===== config.mk =====
export PLATFORM = sky130hd
export DESIGN_NAME = register_bank_flat
export DESIGN_NICKNAME = d
export VERILOG_FILES = /design/src/rtl/register_bank_pkg.sv /design/src/rtl/register_bank_if.sv /design/src/rtl/register_dump_ctrl.sv /design/src/rtl/register_bank.sv /design/src/flat_wrapper.sv
export SDC_FILE = /design/constraint.sdc
export NUM_CORES = 1
export LEC_CHECK = 0
export ABC_AREA = 1
export CAP_MARGIN = 20
export CORE_MARGIN = 2
export CORE_UTILIZATION = 40
export CTS_CLUSTER_SIZE = 30
export DETAILED_ROUTE_END_ITERATION = 16
export GPL_TIMING_DRIVEN = 0
export PLACE_DENSITY_LB_ADDON = 0.15
export SYNTH_ARGS = -nofsm -noshare
export SYNTH_HDL_FRONTEND = slang
export SYNTH_SLANG_ARGS = --single-unit

===== constraint.sdc =====
create_clock -name clk -period 4.64 [get_ports clk]
set_clock_uncertainty 0.2 [all_clocks]
set_input_delay 0.464 -clock clk [delete_from_list [all_inputs] [get_ports clk]]
set_output_delay 0.464 -clock clk [all_outputs]
set_load 0.005 [all_outputs]

===== src/rtl/register_bank_pkg.sv =====
// Shared types and default widths for the general-purpose register bank.
package register_bank_pkg;

   localparam int unsigned DEF_DATA_W = 8;
   localparam int unsigned DEF_ADDR_W = 3;

   typedef enum logic [1:0] {
      ST_IDLE = 2'd0,
      ST_DUMP = 2'd1,
      ST_DONE = 2'd2
   } dump_state_e;

endpackage : register_bank_pkg


===== src/rtl/register_bank_if.sv =====
// Read, write and dump-stream signals of the register bank.
interface register_bank_if import register_bank_pkg::*; #(
   parameter int unsigned DATA_W = DEF_DATA_W,
   parameter int unsigned ADDR_W = DEF_ADDR_W
);
   logic [ADDR_W-1:0] reg_read_1;
   logic [ADDR_W-1:0] reg_read_2;
   logic [ADDR_W-1:0] reg_write;
   logic              reg_write_signal;
   logic [DATA_W-1:0] in_data;
   logic [DATA_W-1:0] out_data_1;
   logic [DATA_W-1:0] out_data_2;
   logic              dump_start;
   logic              dump_valid;
   logic              dump_ready;
   logic [ADDR_W-1:0] dump_index;
   logic [DATA_W-1:0] dump_data;
   logic              dump_busy;
   logic              dump_done;

   modport master (
      output reg_read_1, reg_read_2, reg_write, reg_write_signal, in_data,
      output dump_start, dump_ready,
      input  out_data_1, out_data_2,
      input  dump_valid, dump_index, dump_data, dump_busy, dump_done
   );

   modport slave (
      input  reg_read_1, reg_read_2, reg_write, reg_write_signal, in_data,
      input  dump_start, dump_ready,
      output out_data_1, out_data_2,
      output dump_valid, dump_index, dump_data, dump_busy, dump_done
   );

endinterface : register_bank_if


===== src/rtl/register_dump_ctrl.sv =====
// Dump sequencer: walks every register index once under a valid/ready handshake.
module register_dump_ctrl import register_bank_pkg::*; #(
   parameter int unsigned DATA_W = DEF_DATA_W,
   parameter int unsigned ADDR_W = DEF_ADDR_W
) (
   input  logic              clk,
   input  logic              rst,
   input  logic              dump_start,
   input  logic              dump_ready,
   output logic [ADDR_W-1:0] rd_addr,
   input  logic [DATA_W-1:0] rd_data,
   output logic              dump_valid,
   output logic [ADDR_W-1:0] dump_index,
   output logic [DATA_W-1:0] dump_data,
   output logic              dump_busy,
   output logic              dump_done
);

   dump_state_e       state_q, state_d;
   logic [ADDR_W-1:0] ptr_q, ptr_d;

   always_ff @(posedge clk) begin
      if (rst) begin
         state_q <= ST_IDLE;
         ptr_q   <= '0;
      end else begin
         state_q <= state_d;
         ptr_q   <= ptr_d;
      end
   end

   // The last index is all-ones, so leaving DUMP there makes pointer wrap impossible.
   always_comb begin
      state_d = state_q;
      ptr_d   = ptr_q;
      unique case (state_q)
         ST_IDLE: begin
            if (dump_start) begin
               state_d = ST_DUMP;
               ptr_d   = '0;
            end
         end
         ST_DUMP: begin
            if (dump_ready) begin
               if (ptr_q == '1) state_d = ST_DONE;
               else             ptr_d   = ptr_q + ADDR_W'(1);
            end
         end
         ST_DONE: state_d = ST_IDLE;
         default: state_d = ST_IDLE;
      endcase
   end

   assign rd_addr    = ptr_q;
   assign dump_valid = (state_q == ST_DUMP);
   assign dump_busy  = (state_q != ST_IDLE);
   assign dump_done  = (state_q == ST_DONE);
   assign dump_index = ptr_q;
   assign dump_data  = dump_valid ? rd_data : '0;

endmodule : register_dump_ctrl


===== src/rtl/register_bank.sv =====
// Register array with two bypassed combinational read ports, one write port and a dump stream.
module register_bank import register_bank_pkg::*; #(
   parameter int unsigned DATA_W   = DEF_DATA_W,
   parameter int unsigned ADDR_W   = DEF_ADDR_W,
   parameter bit          ZERO_REG = 1'b1
) (
   input logic             clk,
   input logic             rst,
   register_bank_if.slave  bus
);

   localparam int unsigned DEPTH = 2 ** ADDR_W;

   logic [DATA_W-1:0] regs_q [DEPTH];
   logic              wr_en_c;
   logic [ADDR_W-1:0] dump_addr;
   logic [DATA_W-1:0] dump_rd_data;
   logic [DATA_W-1:0] rd_1, rd_2;

   assign wr_en_c = bus.reg_write_signal && !(ZERO_REG && (bus.reg_write == '0));

   always_ff @(posedge clk) begin
      if (rst) begin
         for (int unsigned i = 0; i < DEPTH; i++) regs_q[i] <= '0;
      end else if (wr_en_c) begin
         regs_q[bus.reg_write] <= bus.in_data;
      end
   end

   // Zero register beats bypass, bypass beats storage.
   function automatic logic [DATA_W-1:0] read_port(
      input logic [ADDR_W-1:0] addr,
      input logic [DATA_W-1:0] stored,
      input logic              we,
      input logic [ADDR_W-1:0] waddr,
      input logic [DATA_W-1:0] wdata
   );
      if (ZERO_REG && (addr == '0))  return '0;
      else if (we && (waddr == addr)) return wdata;
      else                            return stored;
   endfunction

   always_comb begin
      rd_1 = read_port(bus.reg_read_1, regs_q[bus.reg_read_1], bus.reg_write_signal,
                       bus.reg_write, bus.in_data);
      rd_2 = read_port(bus.reg_read_2, regs_q[bus.reg_read_2], bus.reg_write_signal,
                       bus.reg_write, bus.in_data);
   end

   assign bus.out_data_1 = rd_1;
   assign bus.out_data_2 = rd_2;

   // Dump sees stored state only, no write bypass.
   assign dump_rd_data = (ZERO_REG && (dump_addr == '0)) ? '0 : regs_q[dump_addr];

   register_dump_ctrl #(
      .DATA_W (DATA_W),
      .ADDR_W (ADDR_W)
   ) u_dump_ctrl (
      .clk        (clk),
      .rst        (rst),
      .dump_start (bus.dump_start),
      .dump_ready (bus.dump_ready),
      .rd_addr    (dump_addr),
      .rd_data    (dump_rd_data),
      .dump_valid (bus.dump_valid),
      .dump_index (bus.dump_index),
      .dump_data  (bus.dump_data),
      .dump_busy  (bus.dump_busy),
      .dump_done  (bus.dump_done)
   );

endmodule : register_bank


===== src/flat_wrapper.sv =====
// flat-port wrapper written by rule: the top's interface ports become plain ports
module register_bank_flat import register_bank_pkg::*;
#(
   parameter int unsigned DATA_W   = DEF_DATA_W,
   parameter int unsigned ADDR_W   = DEF_ADDR_W,
   parameter bit          ZERO_REG = 1'b1
)
  (clk, rst, bus_reg_read_1, bus_reg_read_2, bus_reg_write, bus_reg_write_signal, bus_in_data, bus_dump_start, bus_dump_ready, bus_out_data_1, bus_out_data_2, bus_dump_valid, bus_dump_index, bus_dump_data, bus_dump_busy, bus_dump_done);
  register_bank_if #(.DATA_W(DATA_W), .ADDR_W(ADDR_W)) bus_i ();
  input logic clk;
  input logic rst;
  input wire logic [$bits(bus_i.reg_read_1)-1:0] bus_reg_read_1;
  input wire logic [$bits(bus_i.reg_read_2)-1:0] bus_reg_read_2;
  input wire logic [$bits(bus_i.reg_write)-1:0] bus_reg_write;
  input wire logic [$bits(bus_i.reg_write_signal)-1:0] bus_reg_write_signal;
  input wire logic [$bits(bus_i.in_data)-1:0] bus_in_data;
  input wire logic [$bits(bus_i.dump_start)-1:0] bus_dump_start;
  input wire logic [$bits(bus_i.dump_ready)-1:0] bus_dump_ready;
  output wire logic [$bits(bus_i.out_data_1)-1:0] bus_out_data_1;
  output wire logic [$bits(bus_i.out_data_2)-1:0] bus_out_data_2;
  output wire logic [$bits(bus_i.dump_valid)-1:0] bus_dump_valid;
  output wire logic [$bits(bus_i.dump_index)-1:0] bus_dump_index;
  output wire logic [$bits(bus_i.dump_data)-1:0] bus_dump_data;
  output wire logic [$bits(bus_i.dump_busy)-1:0] bus_dump_busy;
  output wire logic [$bits(bus_i.dump_done)-1:0] bus_dump_done;
  assign bus_i.reg_read_1 = bus_reg_read_1;
  assign bus_i.reg_read_2 = bus_reg_read_2;
  assign bus_i.reg_write = bus_reg_write;
  assign bus_i.reg_write_signal = bus_reg_write_signal;
  assign bus_i.in_data = bus_in_data;
  assign bus_i.dump_start = bus_dump_start;
  assign bus_i.dump_ready = bus_dump_ready;
  assign bus_out_data_1 = bus_i.out_data_1;
  assign bus_out_data_2 = bus_i.out_data_2;
  assign bus_dump_valid = bus_i.dump_valid;
  assign bus_dump_index = bus_i.dump_index;
  assign bus_dump_data = bus_i.dump_data;
  assign bus_dump_busy = bus_i.dump_busy;
  assign bus_dump_done = bus_i.dump_done;
  register_bank #(.DATA_W(DATA_W), .ADDR_W(ADDR_W), .ZERO_REG(ZERO_REG)) u_core (.clk(clk), .rst(rst), .bus(bus_i));
endmodule

==> metrics.md <==
| Metric | Value |
|---|---|
| CP Buf/Inv Count | 3 |
| Initial antenna violation count | 0 |
| Worst-path clk slew | 0.05 ns |
| Status | finished, final reports clean |
| Setup crit start kind | flop |
| Fin nets | 810 |
| Levels on crit path | 5 |
| Clk root buf | clkbuf_16 |
| Worst slew pin tran | 0.702 ns |
| I/O pin cnt | 52 |
| Max Cap Viol | 0 |
| Distinct cells, synth | 26 |
| Dominant cells by area after synthesis | edfxtp_1, nand2_1, nor2_1, nand3_1, o21ai_0 |
| Clk buf depth | 2 |
| Vias/cell | 5.50 |
| Vias in the first global route | 4,932 |
| Wire per inst | 19.6 µm |
| Core area | 0.0120 mm² |
| Largest net degree at the start of global routing | 13 |
| PwrDens | 324 mW/mm² |
| Die Wd | 115 µm |
| Reg-to-reg startpoint | u_core.u_dump_ctrl.dump_index[0] |
| CTS tree | yes |
| Area delta synth->final | 20.1% |
| Die height | 115 µm |
| Maximum clock frequency | 302 MHz |
| Fillers | 1,212 |
| Final setup TNS | 0 ns |
| Slew HR | 0.532 |
| Flop-to-flop setup slack | 2.84 ns |
| Clock Latency Late Sink | 0.33 ns |
| Total grt overflow | 0 |
| Worst min path class | flop to flop |
| H-tree levels | 3 |
| Critical Path Slowest Stage Cell | clkdlybuf4s50_1 |
| R2R depth | 6 |
| Die ar. | 0.0131 mm² |
| Multi-input gate area | 0.00253 mm² |
| Placed Instances | 921 |
| Final ANT Viol Nets | 0 |
| Final Hold Vio Count | 0 |
| Synth Instances | 722 |
| Synth top area share | 0.393 |
| Crit path kind | flop to output port |
| Most frequent cell after synthesis | nand2_1 |
| Post-route insts no fill | 937 |
| CP most frequent cell | clkbuf_1 |
| Syn avg cell area | 6.77 µm² |
| Share of layout cells above drive strength 1 | 0.0772 |
| Initial Util | 0.409 |
| RSZ-0062 raised after global routing | false |
| Peak per-stage delay on the critical path | 0.57 ns |
| Via count | 5,156 |
| Synth Register Bits | 72 |
| Period utilisation layout | 0.714 |
| Fin. max-slew vios | 0 |
| Final critical-path required period | 3.31 ns |
| Critical Path End | bus_dump_data[7] |
| Cell taking the most area after synthesis | edfxtp_1 |
| Critical Path RT | 3.98 ns |
| Starting DRT DRC Count | 583 |
| First-pass GRT wire length | 28,000 µm |
| # setup viols final | 0 |
| Cts hold-fix bufs | 0 |
| Crit end category | output port |
| Peak supply drop | 0.000286 V |
| GRT Util Overall | 0.293 |
| Number of synthesis warnings | 0 |
| CTS resizes | 0 |
| Clock sink count | 72 |
| Register area | 0.00208 mm² |
| DR pass1 iterations | 7 |
| N_diodes | 0 |
| # DRC | 0 |
| EDFF count, synth | 64 |
| Num rows | 40 |
| Postcts setup bufs | 0 |
| Critical path cell sequence | clkbuf_1 > clkbuf_1 > nor3_1 > nor2_1 > clkdlybuf4s50_1 |
| Post-DP HPWL | 14,000 µm |
| Pleak | 2.56 nW |
| Cts bufs inserted | 9 |
| Area after DPL | 0.00555 mm² |
| Final wirelength | 18,300 µm |
| I/O Buffers | 45 |
| Top_reg_cell synth | edfxtp_1 |
| Post-route cell area | 0.00587 mm² |
| WP data arrival | 2.65 ns |
| Post-synthesis sequential area ratio | 0.426 |
| RD Place Congestion | 1.06 |
| Largest delay share family, worst path | buffers and inverters |
| Synthesized area | 0.00489 mm² |
| Ys async rst share | 0 |
| Post-synth top cells | nand2_1, nor2_1, nand3_1, edfxtp_1, o21ai_0 |
| CP max FO | 10 |
[through the flow]
step                       util  hold slack [ns]  worst slack, ns  power (mW)
after floorplan               -            0.297             2.71       0.994
after global placement    0.464            0.315             1.48        1.16
after detailed placement  0.464            0.317             1.46        1.16
after CTS                 0.491            0.325             1.42        1.90
after global routing      0.491            0.349             1.27        1.97
final                     0.491            0.323             1.33        1.90
[layout by cell type (no fill, tap or decap), types with 4 or more instances in the layout]
cell type,count
buf_2,20
clkdlybuf4s50_1,45
nor2_4,5
edfxtp_1,64
clkinv_1,10
clkbuf_16,9
conb_1,8
inv_1,18
nand3_1,109
dfxtp_1,8
o21ai_0,38
nor2_1,183
clkbuf_1,12
nor2_2,5
nand3_2,4
inv_2,6
nand2_1,220
a21oi_1,6
[area by class of cell]
cell class,count,share of cell area
tap,147,0.0313
clock inverter,5,0.0136
buffer,35,0.0298
sequential,72,0.355
clock buffer,11,0.0413
multi-input combinational,588,0.430
timing repair buffer,45,0.0767
inverter,34,0.0222
[per-layer routing]
| layer | wire length, µm | global-route usage | share of wire |
|---|---|---|---|
| met1 | 7960 | 0.420 | 0.43 |
| met4 | 788 | 0.137 | 0.043 |
| met3 | 2190 | 0.0667 | 0.12 |
| met5 | 0 | 0 | 0 |
| met2 | 7400 | 0.417 | 0.40 |
[registers in the layout (all words and copies together) (netlist names), named ones only]
register                       flops
u_core.regs_q                     64
u_core.u_dump_ctrl.dump_index      3
u_core.u_dump_ctrl.state_q         2
[kinds of logic after synthesis]
kind of cell | count (synthesis) | share of synthesized area
buffers and inverters | 69 | 0.0625
other | 1 | 0.000767
AO/OA/AOI/OAI | 47 | 0.0489
adder cells (fa/ha/maj) | 3 | 0.00768
flip-flops | 72 | 0.426
AND/OR/NAND/NOR | 530 | 0.454
[tightest hold or removal path, cell delays in order, from the launching register on]
cell and delay, ns:
dfxtp_1 0.33, nand2_1 0.07, a21oi_1 0.07
[power breakdown]
part / total [mW] / switching [mW] / internal [mW]
registers: 0.804 / 0.0558 / 0.749
clock network: 0.743 / 0.258 / 0.484
logic: 0.354 / 0.222 / 0.132
total: 1.90 / 0.536 / 1.37
[how the worst min path moves through the flow]
stage          slack [ns]                          endpoint  depth (start not counted)                             start
5_1_grt              0.35  u_core.u_dump_ctrl.dump_index[2]                          2  u_core.u_dump_ctrl.dump_index[2]
3_5_place_dp         0.32  u_core.u_dump_ctrl.dump_index[2]                          2  u_core.u_dump_ctrl.dump_index[2]
2_1_floorplan        0.30                              flop                          2  u_core.u_dump_ctrl.dump_index[1]
4_1_cts              0.33  u_core.u_dump_ctrl.dump_index[2]                          2  u_core.u_dump_ctrl.dump_index[2]
6_report             0.32  u_core.u_dump_ctrl.dump_index[2]                          2  u_core.u_dump_ctrl.dump_index[2]
3_3_place_gp         0.31  u_core.u_dump_ctrl.dump_index[2]                          2  u_core.u_dump_ctrl.dump_index[2]
Power figures use the tool's default switching activity.
